--- src/rtl/dmem_arbiter_pkg.sv ---
// Shared definitions for the data-memory arbiter: thread count, data width,
// the arbiter FSM encoding and a small index-width helper.
package dmem_arbiter_pkg;

    localparam int NUM_THREADS = 4;
    localparam int DATA_WIDTH  = 16;

    typedef enum logic [1:0] {
        ARB_IDLE  = 2'd0,
        ARB_ISSUE = 2'd1,
        ARB_WAIT  = 2'd2,
        ARB_RESP  = 2'd3
    } arb_state_e;

    // Width of an index able to address n items; never narrower than one bit.
    function automatic int idx_width(input int n);
        return (n > 1) ? $clog2(n) : 1;
    endfunction

endpackage

--- src/rtl/dmem_arbiter_rr_pick.sv ---
// Combinational round-robin selector: picks the first set request bit at or
// after the pointer (wrapping), returned both one-hot and as an index.
module dmem_arbiter_rr_pick
    import dmem_arbiter_pkg::*;
#(
    parameter int NUM_REQ = NUM_THREADS,
    parameter int IDX_W   = idx_width(NUM_REQ)
) (
    input  logic [NUM_REQ-1:0] req_i,
    input  logic [IDX_W-1:0]   ptr_i,
    output logic [NUM_REQ-1:0] grant_o,
    output logic [IDX_W-1:0]   idx_o,
    output logic               any_o
);

    int               cand;
    logic [IDX_W-1:0] cand_idx;

    // Walk the candidates farthest-first so the one nearest the pointer wins.
    always_comb begin
        cand     = 0;
        cand_idx = '0;
        grant_o  = '0;
        idx_o    = '0;
        any_o    = 1'b0;
        for (int k = NUM_REQ - 1; k >= 0; k--) begin
            cand     = (int'(ptr_i) + k) % NUM_REQ;
            cand_idx = IDX_W'(cand);
            if (req_i[cand_idx]) begin
                grant_o           = '0;
                grant_o[cand_idx] = 1'b1;
                idx_o             = cand_idx;
                any_o             = 1'b1;
            end
        end
    end

endmodule

--- src/rtl/dmem_arbiter.sv ---
// Round-robin arbiter sharing one single-port data memory among NUM_REQ
// load/store units. Each access runs grant -> issue -> wait -> respond.
// Optional feature: define DMEM_ARB_PERF_EN to add saturating grant and
// stall counters (perf_grants, perf_stall).
module dmem_arbiter
    import dmem_arbiter_pkg::*;
#(
    parameter int NUM_REQ     = NUM_THREADS,
    parameter int DATA_WIDTH  = dmem_arbiter_pkg::DATA_WIDTH,
    parameter int ADDR_WIDTH  = 4,
    parameter int MEM_LATENCY = 2
) (
    input  logic                             clk,
    input  logic                             reset,
    input  logic [NUM_REQ-1:0]               req_valid,
    input  logic [NUM_REQ-1:0]               req_we,
    input  logic [NUM_REQ*ADDR_WIDTH-1:0]    req_addr,
    input  logic [NUM_REQ*DATA_WIDTH-1:0]    req_wdata,
    output logic [NUM_REQ-1:0]               req_ready,
    output logic [NUM_REQ-1:0]               rsp_valid,
    output logic [DATA_WIDTH-1:0]            rsp_rdata,
    output logic                             mem_en,
    output logic                             mem_we,
    output logic [ADDR_WIDTH-1:0]            mem_addr,
    output logic [DATA_WIDTH-1:0]            mem_wdata,
    input  logic [DATA_WIDTH-1:0]            mem_rdata,
    output logic                             busy
`ifdef DMEM_ARB_PERF_EN
    ,
    output logic [31:0]                      perf_grants,
    output logic [31:0]                      perf_stall
`endif
);

    localparam int IDX_W = idx_width(NUM_REQ);
    localparam int CNT_W = idx_width(MEM_LATENCY);

    arb_state_e             state_q, state_d;
    logic [IDX_W-1:0]       rr_ptr_q, rr_ptr_d;
    logic [IDX_W-1:0]       owner_q;
    logic [CNT_W-1:0]       cnt_q, cnt_d;
    logic                   we_q;
    logic [ADDR_WIDTH-1:0]  addr_q;
    logic [DATA_WIDTH-1:0]  wdata_q;
    logic [DATA_WIDTH-1:0]  rdata_q;

    logic [NUM_REQ-1:0]     pick_grant;
    logic [IDX_W-1:0]       pick_idx;
    logic                   pick_any;
    logic                   hs;
    logic                   cap_rdata;

    dmem_arbiter_rr_pick #(
        .NUM_REQ (NUM_REQ),
        .IDX_W   (IDX_W)
    ) u_rr_pick (
        .req_i   (req_valid),
        .ptr_i   (rr_ptr_q),
        .grant_o (pick_grant),
        .idx_o   (pick_idx),
        .any_o   (pick_any)
    );

    // Control state: FSM, round-robin pointer and load-latency counter.
    always_ff @(posedge clk or posedge reset) begin
        if (reset) begin
            state_q  <= ARB_IDLE;
            rr_ptr_q <= '0;
            cnt_q    <= '0;
        end else begin
            state_q  <= state_d;
            rr_ptr_q <= rr_ptr_d;
            cnt_q    <= cnt_d;
        end
    end

    // Next state and all handshake/memory strobes; everything idles at 0.
    always_comb begin
        state_d   = state_q;
        rr_ptr_d  = rr_ptr_q;
        cnt_d     = cnt_q;
        req_ready = '0;
        rsp_valid = '0;
        mem_en    = 1'b0;
        mem_we    = 1'b0;
        mem_addr  = '0;
        mem_wdata = '0;
        hs        = 1'b0;
        cap_rdata = 1'b0;
        case (state_q)
            ARB_IDLE: begin
                if (pick_any) begin
                    req_ready = pick_grant;
                    hs        = 1'b1;
                    state_d   = ARB_ISSUE;
                end
            end
            ARB_ISSUE: begin
                mem_en    = 1'b1;
                mem_we    = we_q;
                mem_addr  = addr_q;
                mem_wdata = wdata_q;
                cnt_d     = CNT_W'(MEM_LATENCY - 1);
                state_d   = we_q ? ARB_RESP : ARB_WAIT;
            end
            ARB_WAIT: begin
                if (cnt_q == '0) begin
                    cap_rdata = 1'b1;
                    state_d   = ARB_RESP;
                end else begin
                    cnt_d = cnt_q - 1'b1;
                end
            end
            ARB_RESP: begin
                rsp_valid[owner_q] = 1'b1;
                rr_ptr_d = (int'(owner_q) == NUM_REQ - 1) ? '0 : owner_q + 1'b1;
                state_d  = ARB_IDLE;
            end
            default: state_d = ARB_IDLE;
        endcase
    end

    // Owner and returned load data are visible state, so they clear on reset.
    always_ff @(posedge clk or posedge reset) begin
        if (reset) begin
            owner_q <= '0;
            rdata_q <= '0;
        end else begin
            if (hs)        owner_q <= pick_idx;
            if (cap_rdata) rdata_q <= mem_rdata;
        end
    end

    // Request fields are only observed during ISSUE, so they need no reset.
    always_ff @(posedge clk) begin
        if (hs) begin
            we_q    <= req_we[pick_idx];
            addr_q  <= req_addr[int'(pick_idx)*ADDR_WIDTH +: ADDR_WIDTH];
            wdata_q <= req_wdata[int'(pick_idx)*DATA_WIDTH +: DATA_WIDTH];
        end
    end

    assign rsp_rdata = rdata_q;
    assign busy      = (state_q != ARB_IDLE);

`ifdef DMEM_ARB_PERF_EN
    logic [31:0] perf_grants_q;
    logic [31:0] perf_stall_q;

    function automatic logic [31:0] sat_inc(input logic [31:0] v);
        return (v == '1) ? v : v + 32'd1;
    endfunction

    // Count handshakes, and cycles where someone waits without one.
    always_ff @(posedge clk or posedge reset) begin
        if (reset) begin
            perf_grants_q <= '0;
            perf_stall_q  <= '0;
        end else begin
            if (hs)                              perf_grants_q <= sat_inc(perf_grants_q);
            else if (req_valid != '0)            perf_stall_q  <= sat_inc(perf_stall_q);
        end
    end

    assign perf_grants = perf_grants_q;
    assign perf_stall  = perf_stall_q;
`endif

endmodule

--- config.mk ---
export PLATFORM = sky130hd
export DESIGN_NAME = dmem_arbiter
export DESIGN_NICKNAME = d
export VERILOG_FILES = /design/src/rtl/dmem_arbiter_pkg.sv /design/src/rtl/dmem_arbiter_rr_pick.sv /design/src/rtl/dmem_arbiter.sv
export SDC_FILE = /design/constraint.sdc
export NUM_CORES = 1
export LEC_CHECK = 0
export ABC_AREA = 1
export CORE_MARGIN = 10
export CORE_UTILIZATION = 43
export CTS_CLUSTER_SIZE = 16
export DETAILED_ROUTE_END_ITERATION = 12
export PLACE_DENSITY = 0.88
export SLEW_MARGIN = 30
export SYNTH_ARGS = -nofsm -noshare
export SYNTH_HDL_FRONTEND = slang
export SYNTH_SLANG_ARGS = --single-unit
--- constraint.sdc ---
create_clock -name clk -period 3.22 [get_ports clk]
set_input_delay 0.483 -clock clk [delete_from_list [all_inputs] [get_ports clk]]
set_output_delay 0.483 -clock clk [all_outputs]
set_load 0.02 [all_outputs]
==> impl_metrics.json, run 1 <==
{
  "outcome": "completed",
  "final-setup-viol-count": 0,
  "power.combinational.fraction_pct": 70.3,
  "slowest_delay_ns": 0.62,
  "insertedDiodeCount": 0,
  "worst_path_most_repeated_cell": "sky130_fd_sc_hd__inv_1",
  "hold_path_class": "reg2reg",
  "slowest_cell_on_the_critical_path": "sky130_fd_sc_hd__clkdlybuf4s50_1",
  "htree_num_levels": 2,
  "ff_latch_area_mm2": 0.00121,
  "gr-usage-met1_pct": 22.2,
  "worstPathRequired_ns": 2.74,
  "layout-area-overhead-vs-synth_pct": 50.8,
  "intPower_mw": 2.76,
  "power_leakage_nw": 2.77,
  "fin_setup_tns_ns": 0,
  "clock_tree_from_tritoncts": "done",
  "timing.rr.end": "addr_q[2]$_DFFE_PP_",
  "timing.critical_path.max_delay_family": "buffers and inverters",
  "drv_slew": 0,
  "dpl_worst_slack_ns": 0.113,
  "die_width_um": 109,
  "cp_max_fo": 12,
  "yosys_register_bits": 44,
  "first_global_vias": 3538,
  "drc": 0,
  "antenna_left": 0,
  "hold_violations": 0,
  "drt-pass1-iter-count": 6,
  "grt_remaining_overflow": 0,
  "crit-reg2reg-launch": "rr_ptr_q[0]$_DFFE_PP0P_",
  "most_instantiated_flip_flop_cell_in_the_synthesis_netlist": "sky130_fd_sc_hd__dfrtp_1",
  "wire_per_inst_um": 15.5,
  "clock_power_share_pct": 8.0,
  "antenna_found_initial": 0,
  "max_frequency_mhz": 356,
  "endpoint_kind": "output pin",
  "sw_ratio_pct": 49.2,
  "period_utilisation_layout_pct": 87.1,
  "initialDrtViolationCount": 247,
  "final.setup_skew_ns": 0.0118,
  "synth_largest_area_cell": "sky130_fd_sc_hd__edfxtp_1",
  "rrSetupSlack_ns": 0.78,
  "synth_top_cell_area_share_pct": 18.5,
  "worstPathBufferInverterCount": 4,
  "layout_min_cycle_time_ns": 2.81,
  "cts_buffers": 5,
  "layout.cells.non_filler": 739,
  "vdd_ir_drop_max_uv": 585,
  "clk_latency_ns": 0.30,
  "endpoint": "mem_addr[0]",
  "n_fill_cell": 632,
  "p_switching_mw": 2.67,
  "yosysWarnings": 0,
  "design.portCount": 153,
  "ys_types": 26,
  "port-buffer-count": 152,
  "synth_edf_count": 21,
  "netlist_area_mm2": 0.00341,
  "tritoncts_num_sinks": 44,
  "seqPwrFrac_pct": 21.7,
  "r2r_cells": 13,
  "grt_use_met2_pct": 32.9,
  "global_route_usage_over_all_layers_pct": 18.5,
  "routabilityCongestion": 0.879,
  "grt_first_pass_wirelength_um": 18000,
  "crit_path_cells": "inv_1, ha_1, buf_4, nand2_1, inv_1, clkdlybuf4s50_1",
  "crit_type": "reg2out",
  "wire_length_reported_by_the_detailed_router_um": 11500,
  "dp_hpwl_um": 9200,
  "clock_tree.root_cell": "sky130_fd_sc_hd__clkbuf_8",
  "max_cap_viols": 0,
  "fin_total_pwr_mw": 5.43,
  "routed_via_density": 4.81,
  "final_layout_size_suffix_gt1_share_pct": 8.63,
  "syn_inst": 486,
  "post_synth_main_area_contributors": "sky130_fd_sc_hd__edfxtp_1, sky130_fd_sc_hd__dfrtp_1, sky130_fd_sc_hd__inv_1, sky130_fd_sc_hd__nand3_1, sky130_fd_sc_hd__nand2_1",
  "route.vias.total": 3554,
  "min_from": "rsp_rdata[3]$_DFFE_PP0P_",
  "worst_setup_path_startpoint": "state_q[1]$_DFFE_PP0P_",
  "crit_arrival_ns": 2.32,
  "critical_path_depth": 6,
  "synth.top_cells.by_count": "sky130_fd_sc_hd__inv_1, sky130_fd_sc_hd__nand2_1, sky130_fd_sc_hd__nand3_1",
  "mappedNetlistNets": 608,
  "met3_grt_util_pct": 3.72,
  "die_y_um": 109,
  "yosys.cell_count.top_type": "sky130_fd_sc_hd__inv_1",
  "rsz0062_at_grt": "no",
  "die_area_mm2": 0.0119,
  "timing.slew.headroom_pct": 45.8,
  "worstMarginPinSlew_ns": 0.807,
  "fp.coreArea_mm2": 0.00773,
  "gr-max-usage-layer": "met2",
  "crit_path_start_kind": "register",
  "multiInputGateArea_mm2": 0.00160,
  "clock_tree.buffer_depth": 2,
  "final.setup.worst_slack_ns": 0.414,
  "synth-async-reset-ratio_pct": 52.3,
  "rows": 32,
  "start_util_pct": 44.2,
  "nNetsFinal": 758,
  "synth_sequential_area_ratio_pct": 35.4,
  "dp_cell_count": 731,
  "clkTransAtPathRegs_ns": 0.09,
  "power_per_cell_area_mw_per_mm2": 1060,
  "syn-mean-instance-area_um2": 7.02,
  "grt_max_degree": 44
}
cells by family after synthesis:
group | Yosys count | share of synthesized area [%]
and+or+nand+nor | 240 | 31.5
buffers and inverters | 147 | 18.0
DFF | 44 | 35.4
AOI/OAI and AO/OA | 23 | 3.96
muxes | 16 | 5.28
adders and majority gates | 16 | 5.87
worst min path at each step:
stage	slack, ns	cells after the start	end
6_report	0.52	1	rsp_rdata[3]$_DFFE_PP0P_
5_1_grt	0.53	1	rsp_rdata[3]$_DFFE_PP0P_
4_1_cts	0.52	1	rsp_rdata[3]$_DFFE_PP0P_
3_5_place_dp	0.50	1	rsp_rdata[3]$_DFFE_PP0P_
3_3_place_gp	0.49	1	rsp_rdata[5]$_DFFE_PP0P_
2_1_floorplan	0.48	1	cnt_q$_DFFE_PP0P_
cell type report:
class                      count  share of cell area [%]
inverter                     127                    9.37
sequential                    44                    23.4
multi-input combinational    295                    31.1
clock buffer                   5                    1.34
clock inverter                 3                   0.924
tap                          102                    2.48
timing repair buffer         163                    31.4
per-layer routing:
layer | vias up | part of all wire [%]
li1 | 1780 | -
met1 | 1623 | 40
met2 | 137 | 51
met3 | 14 | 7.6
met4 | 0 | 1.9
met5 | - | 0
sequential cells by signal (all words and copies together) (netlist names):
signal and flops:
rsp_rdata 16, wdata_q 16, addr_q 4, owner_q 2, rr_ptr_q 2, state_q 2
cnt_q 1, we_q 1
metrics by stage:
step	hold slack (ns)	util, %	instance area (µm²)
floorplan	0.485	-	3410
global placement	0.488	64.8	5010
detailed placement	0.497	64.9	5020
CTS	0.518	66.4	5130
global route	0.532	66.6	5140
finish	0.516	66.6	5140
power groups by stage:
stage               Clock, mW  Combinational, mW  Sequential (mW)
global route            0.468               4.22             1.21
finish                  0.434               3.82             1.18
CTS                     0.442               3.84             1.18
global placement            0               3.73             1.17
floorplan                   0               2.48             1.30
detailed placement          0               3.82             1.19
worst reg2reg max path: stages (launching register included):
cell,delay [ns]
sky130_fd_sc_hd__dfrtp_1,0.42
sky130_fd_sc_hd__inv_4,0.09
sky130_fd_sc_hd__ha_1,0.34
sky130_fd_sc_hd__inv_1,0.10
sky130_fd_sc_hd__nand2_2,0.08
sky130_fd_sc_hd__nand2_4,0.09
sky130_fd_sc_hd__inv_4,0.06
sky130_fd_sc_hd__nand2_1,0.07
sky130_fd_sc_hd__nand2_2,0.06
sky130_fd_sc_hd__nand2_4,0.20
sky130_fd_sc_hd__buf_4,0.34
sky130_fd_sc_hd__nand3_1,0.11
sky130_fd_sc_hd__nand3_1,0.15
sky130_fd_sc_hd__nand2_1,0.08
timing repair:
| item | in CTS | in global routing |
|---|---|---|
| buffers inserted | 0 | 0 |
| hold buffers | 0 | 0 |
| gates resized for setup | 0 | 4 |
| endpoints found under the setup margin | 0 | 4 |
cells in the final DEF (no fill, tap or decap), types with 10 or more instances in the layout:
master / netlist / final
sky130_fd_sc_hd__nand2_1: 122 / 122
sky130_fd_sc_hd__buf_4: 2 / 11
sky130_fd_sc_hd__ha_1: 16 / 16
sky130_fd_sc_hd__nand3_1: 92 / 92
sky130_fd_sc_hd__mux2_2: 16 / 16
sky130_fd_sc_hd__edfxtp_1: 21 / 21
sky130_fd_sc_hd__inv_1: 124 / 123
sky130_fd_sc_hd__nor2_1: 10 / 10
sky130_fd_sc_hd__dfrtp_1: 23 / 23
sky130_fd_sc_hd__clkdlybuf4s50_1: 0 / 148
sky130_fd_sc_hd__a21oi_1: 10 / 10
No activity file was read; power rests on OpenSTA's default activity.
==> run 2, diff against run 1 <==
--- a/config.mk
+++ b/config.mk
@@ -5,12 +5,10 @@
 export SDC_FILE = /design/constraint.sdc
 export NUM_CORES = 1
 export LEC_CHECK = 0
-export ABC_AREA = 1
-export CORE_MARGIN = 10
-export CORE_UTILIZATION = 43
+export CORE_UTILIZATION = 39
 export CTS_CLUSTER_SIZE = 16
 export DETAILED_ROUTE_END_ITERATION = 12
-export PLACE_DENSITY = 0.88
+export PLACE_DENSITY = 0.86
 export SLEW_MARGIN = 30
 export SYNTH_ARGS = -nofsm -noshare
 export SYNTH_HDL_FRONTEND = slang
==> impl_metrics.json, run 2 <==
{
  "outcome": "completed",
  "share_of_cell_area_taken_by_muxes_after_synthesis_pct": 29.4,
  "timing.rr.end": "addr_q[0]$_DFFE_PP_",
  "power_leakage_nw": 1.84,
  "fin_worst_hold_slack_ns": 0.393,
  "clkTransAtPathRegs_ns": 0.09,
  "most_instantiated_flip_flop_cell_in_the_synthesis_netlist": "sky130_fd_sc_hd__dfrtp_1",
  "power_per_cell_area_mw_per_mm2": 951,
  "layout_min_cycle_time_ns": 3.10,
  "route.vias.total": 2310,
  "rows": 30,
  "max_cap_viols": 0,
  "fin_setup_tns_ns": 0,
  "wire_length_reported_by_the_detailed_router_um": 6970,
  "design.portCount": 153,
  "mappedNetlistNets": 323,
  "drt-pass1-iter-count": 4,
  "clock_tree.buffer_depth": 2,
  "synth-compound-area-share_pct": 6.76,
  "netlist_area_mm2": 0.00281,
  "holdBufCountCts": 0,
  "hold_path_class": "in2async",
  "cp_max_fo": 7,
  "first_global_vias": 2295,
  "synth_sequential_area_ratio_pct": 42.9,
  "grt_max_degree": 24,
  "slowest_cell_on_the_critical_path": "sky130_fd_sc_hd__mux4_2",
  "mostFrequentLayoutCell": "sky130_fd_sc_hd__clkdlybuf4s50_1",
  "synth_top_cell_area_share_pct": 22.4,
  "slowest_delay_ns": 0.55,
  "synth-async-reset-ratio_pct": 52.3,
  "vdd_ir_drop_max_uv": 613,
  "crit_path_cells": "clkdlybuf4s50_1, mux4_2, buf_4, nor4_4, nand2b_4, a21oi_1, dlygate4sd2_1",
  "wire_per_inst_um": 15.0,
  "final-setup-viol-count": 0,
  "hold_violations": 0,
  "clk_latency_ns": 0.29,
  "rrSetupSlack_ns": 0.44,
  "max_frequency_mhz": 322,
  "drv_slew": 0,
  "tritoncts_num_sinks": 44,
  "syn_inst": 201,
  "ys_types": 33,
  "initialDrtViolationCount": 59,
  "clock_tree_from_tritoncts": "done",
  "layout-area-overhead-vs-synth_pct": 66.5,
  "syn-mean-instance-area_um2": 14.0,
  "crit-reg2reg-launch": "rr_ptr_q[0]$_DFFE_PP0P_",
  "cts_buffers": 5,
  "antenna_left": 0,
  "drc": 0,
  "synth_largest_area_cell": "sky130_fd_sc_hd__edfxtp_1",
  "yosysWarnings": 0,
  "synth.top_cells.by_count": "sky130_fd_sc_hd__and2_1, sky130_fd_sc_hd__dfrtp_1, sky130_fd_sc_hd__mux4_2",
  "worstPathRequired_ns": 2.74,
  "period_utilisation_layout_pct": 96.3,
  "crit_path_start_kind": "primary input",
  "htree_num_levels": 2,
  "die_y_um": 86.9,
  "rsz0062_at_grt": "no",
  "r2r_cells": 7,
  "final.setup_skew_ns": 0.0125,
  "insertedDiodeCount": 0,
  "worstMarginPinSlew_ns": 0.602,
  "yosys.cell_count.top_type": "sky130_fd_sc_hd__and2_1",
  "layout_common_cells": "sky130_fd_sc_hd__clkdlybuf4s50_1, sky130_fd_sc_hd__and2_1, sky130_fd_sc_hd__dfrtp_1",
  "synthSimpleGateAreaFrac_pct": 9.21,
  "endpoint_kind": "output pin",
  "final_layout_size_suffix_gt1_share_pct": 20.3,
  "die_width_um": 86.9,
  "xor_xnor_cell_area_share_of_the_yosys_netlist_pct": 0,
  "global_route_usage_over_all_layers_pct": 18.2,
  "start_util_pct": 40.9,
  "combinational_family_with_the_most_area_after_synthesis": "multiplexers",
  "crit_type": "in2out",
  "fp.coreArea_mm2": 0.00687,
  "synth_edf_count": 21,
  "die_area_mm2": 0.00756,
  "post_synth_main_area_contributors": "sky130_fd_sc_hd__edfxtp_1, sky130_fd_sc_hd__dfrtp_1, sky130_fd_sc_hd__mux4_2, sky130_fd_sc_hd__ha_1, sky130_fd_sc_hd__mux2_2",
  "routed_via_density": 4.96,
  "port-buffer-count": 152,
  "antenna_found_initial": 0,
  "grt_first_pass_wirelength_um": 10500,
  "post_synth_fa_ha_maj_area_fraction_pct": 7.12,
  "crit_arrival_ns": 2.62,
  "dp_hpwl_um": 5680,
  "timing.slew.headroom_pct": 59.9,
  "clock_tree.root_cell": "sky130_fd_sc_hd__clkbuf_8",
  "grt_remaining_overflow": 0,
  "yosys_register_bits": 44,
  "nNetsFinal": 491,
  "routabilityCongestion": 0.811
}
==> run 2: cell types whose count changed after synthesis, sizes merged, moves of 7 or more <==
| cell | previous run | this run |
|---|---|---|
| nand2 | 131 | 9 |
| inv | 127 | 15 |
| nor2 | 10 | 3 |
| and2 | 0 | 25 |
| nand3 | 93 | 0 |
| mux4 | 0 | 25 |
| buf | 18 | 7 |
==> run 2: cell type report <==
| class | instances | area (µm²) |
|---|---|---|
| inverter | 15 | 56.3 |
| timing repair buffer | 172 | 1690 |
| sequential | 44 | 1210 |
| multi-input combinational | 131 | 1500 |
| tap | 96 | 120 |
| clock inverter | 2 | 12.5 |
| fill | 527 | 2190 |
| clock buffer | 6 | 93.8 |
==> run 2: cells by family (layout without fill, tap and decap cells) <==
| family | count (synthesis) | in the layout |
|---|---|---|
| multiplexers | 47 | 47 |
| AO/OA/AOI/OAI | 25 | 25 |
| flip-flops | 44 | 44 |
| buffers and inverters | 26 | 195 |
| adder cells (fa/ha/maj) | 16 | 16 |
| AND/OR/NAND/NOR | 43 | 43 |
==> run 2: critical path: cells and delay by family <==
| family | cells | cell delay, ns |
|---|---|---|
| mux | 1 | 0.55 |
| compound gates | 1 | 0.05 |
| buf+inv | 3 | 1.03 |
| simple gates | 2 | 0.51 |
==> run 2: worst max-delay path by stage <==
stage	startpoint	cells after the start	slack, ns	endpoint
final	req_valid[3]	7	0.12	req_ready[3]
after global routing	req_valid[2]	7	0.03	req_ready[1]
after CTS	req_valid[2]	7	0.14	req_ready[2]
after detailed placement	req_valid[2]	7	-0.16	req_ready[2]
after global placement	req_valid[2]	7	-0.09	req_ready[0]
after floorplan	rr_ptr_q[0]$_DFFE_PP0P_	7	0.52	addr_q[0]$_DFFE_PP_
==> run 2: layer usage <==
metal / vias to the layer above / GRT usage (%) / routed length (µm)
met5: - / 0 / 0
met2: 126 / 33.7 / 3710
met4: 0 / 3.64 / 40
met3: 6 / 3.79 / 572
li1: 1087 / - / -
met1: 1091 / 21.7 / 2650
==> run 2: power by group <==
part | leakage [nW] | switching (mW) | internal (mW)
clock network | 0.0540 | 0.184 | 0.199
registers | 0.472 | 0.113 | 0.981
logic | 1.32 | 1.38 | 1.60
==> run 2: per-stage QoR <==
stage | total power, mW | utilization, % | cell area (µm²) | cells | worst slack, ns
final | 4.46 | 68.2 | 4680 | 466 | 0.118
after global routing | 4.74 | 68.2 | 4680 | 466 | 0.0344
after CTS | 4.43 | 67.6 | 4640 | 464 | 0.139
after detailed placement | 4.03 | 65.9 | 4530 | 456 | -0.158
after global placement | 3.94 | 65.9 | 4530 | 456 | -0.0923
after floorplan | 3.00 | - | 2810 | 201 | 0.522
==> run 2: what timing repair did <==
| action | 4_1_cts | 5_1_grt |
|---|---|---|
| buffers inserted | 0 | 0 |
| endpoints found under the setup margin | 4 | 0 |
| gates resized for setup | 6 | 0 |
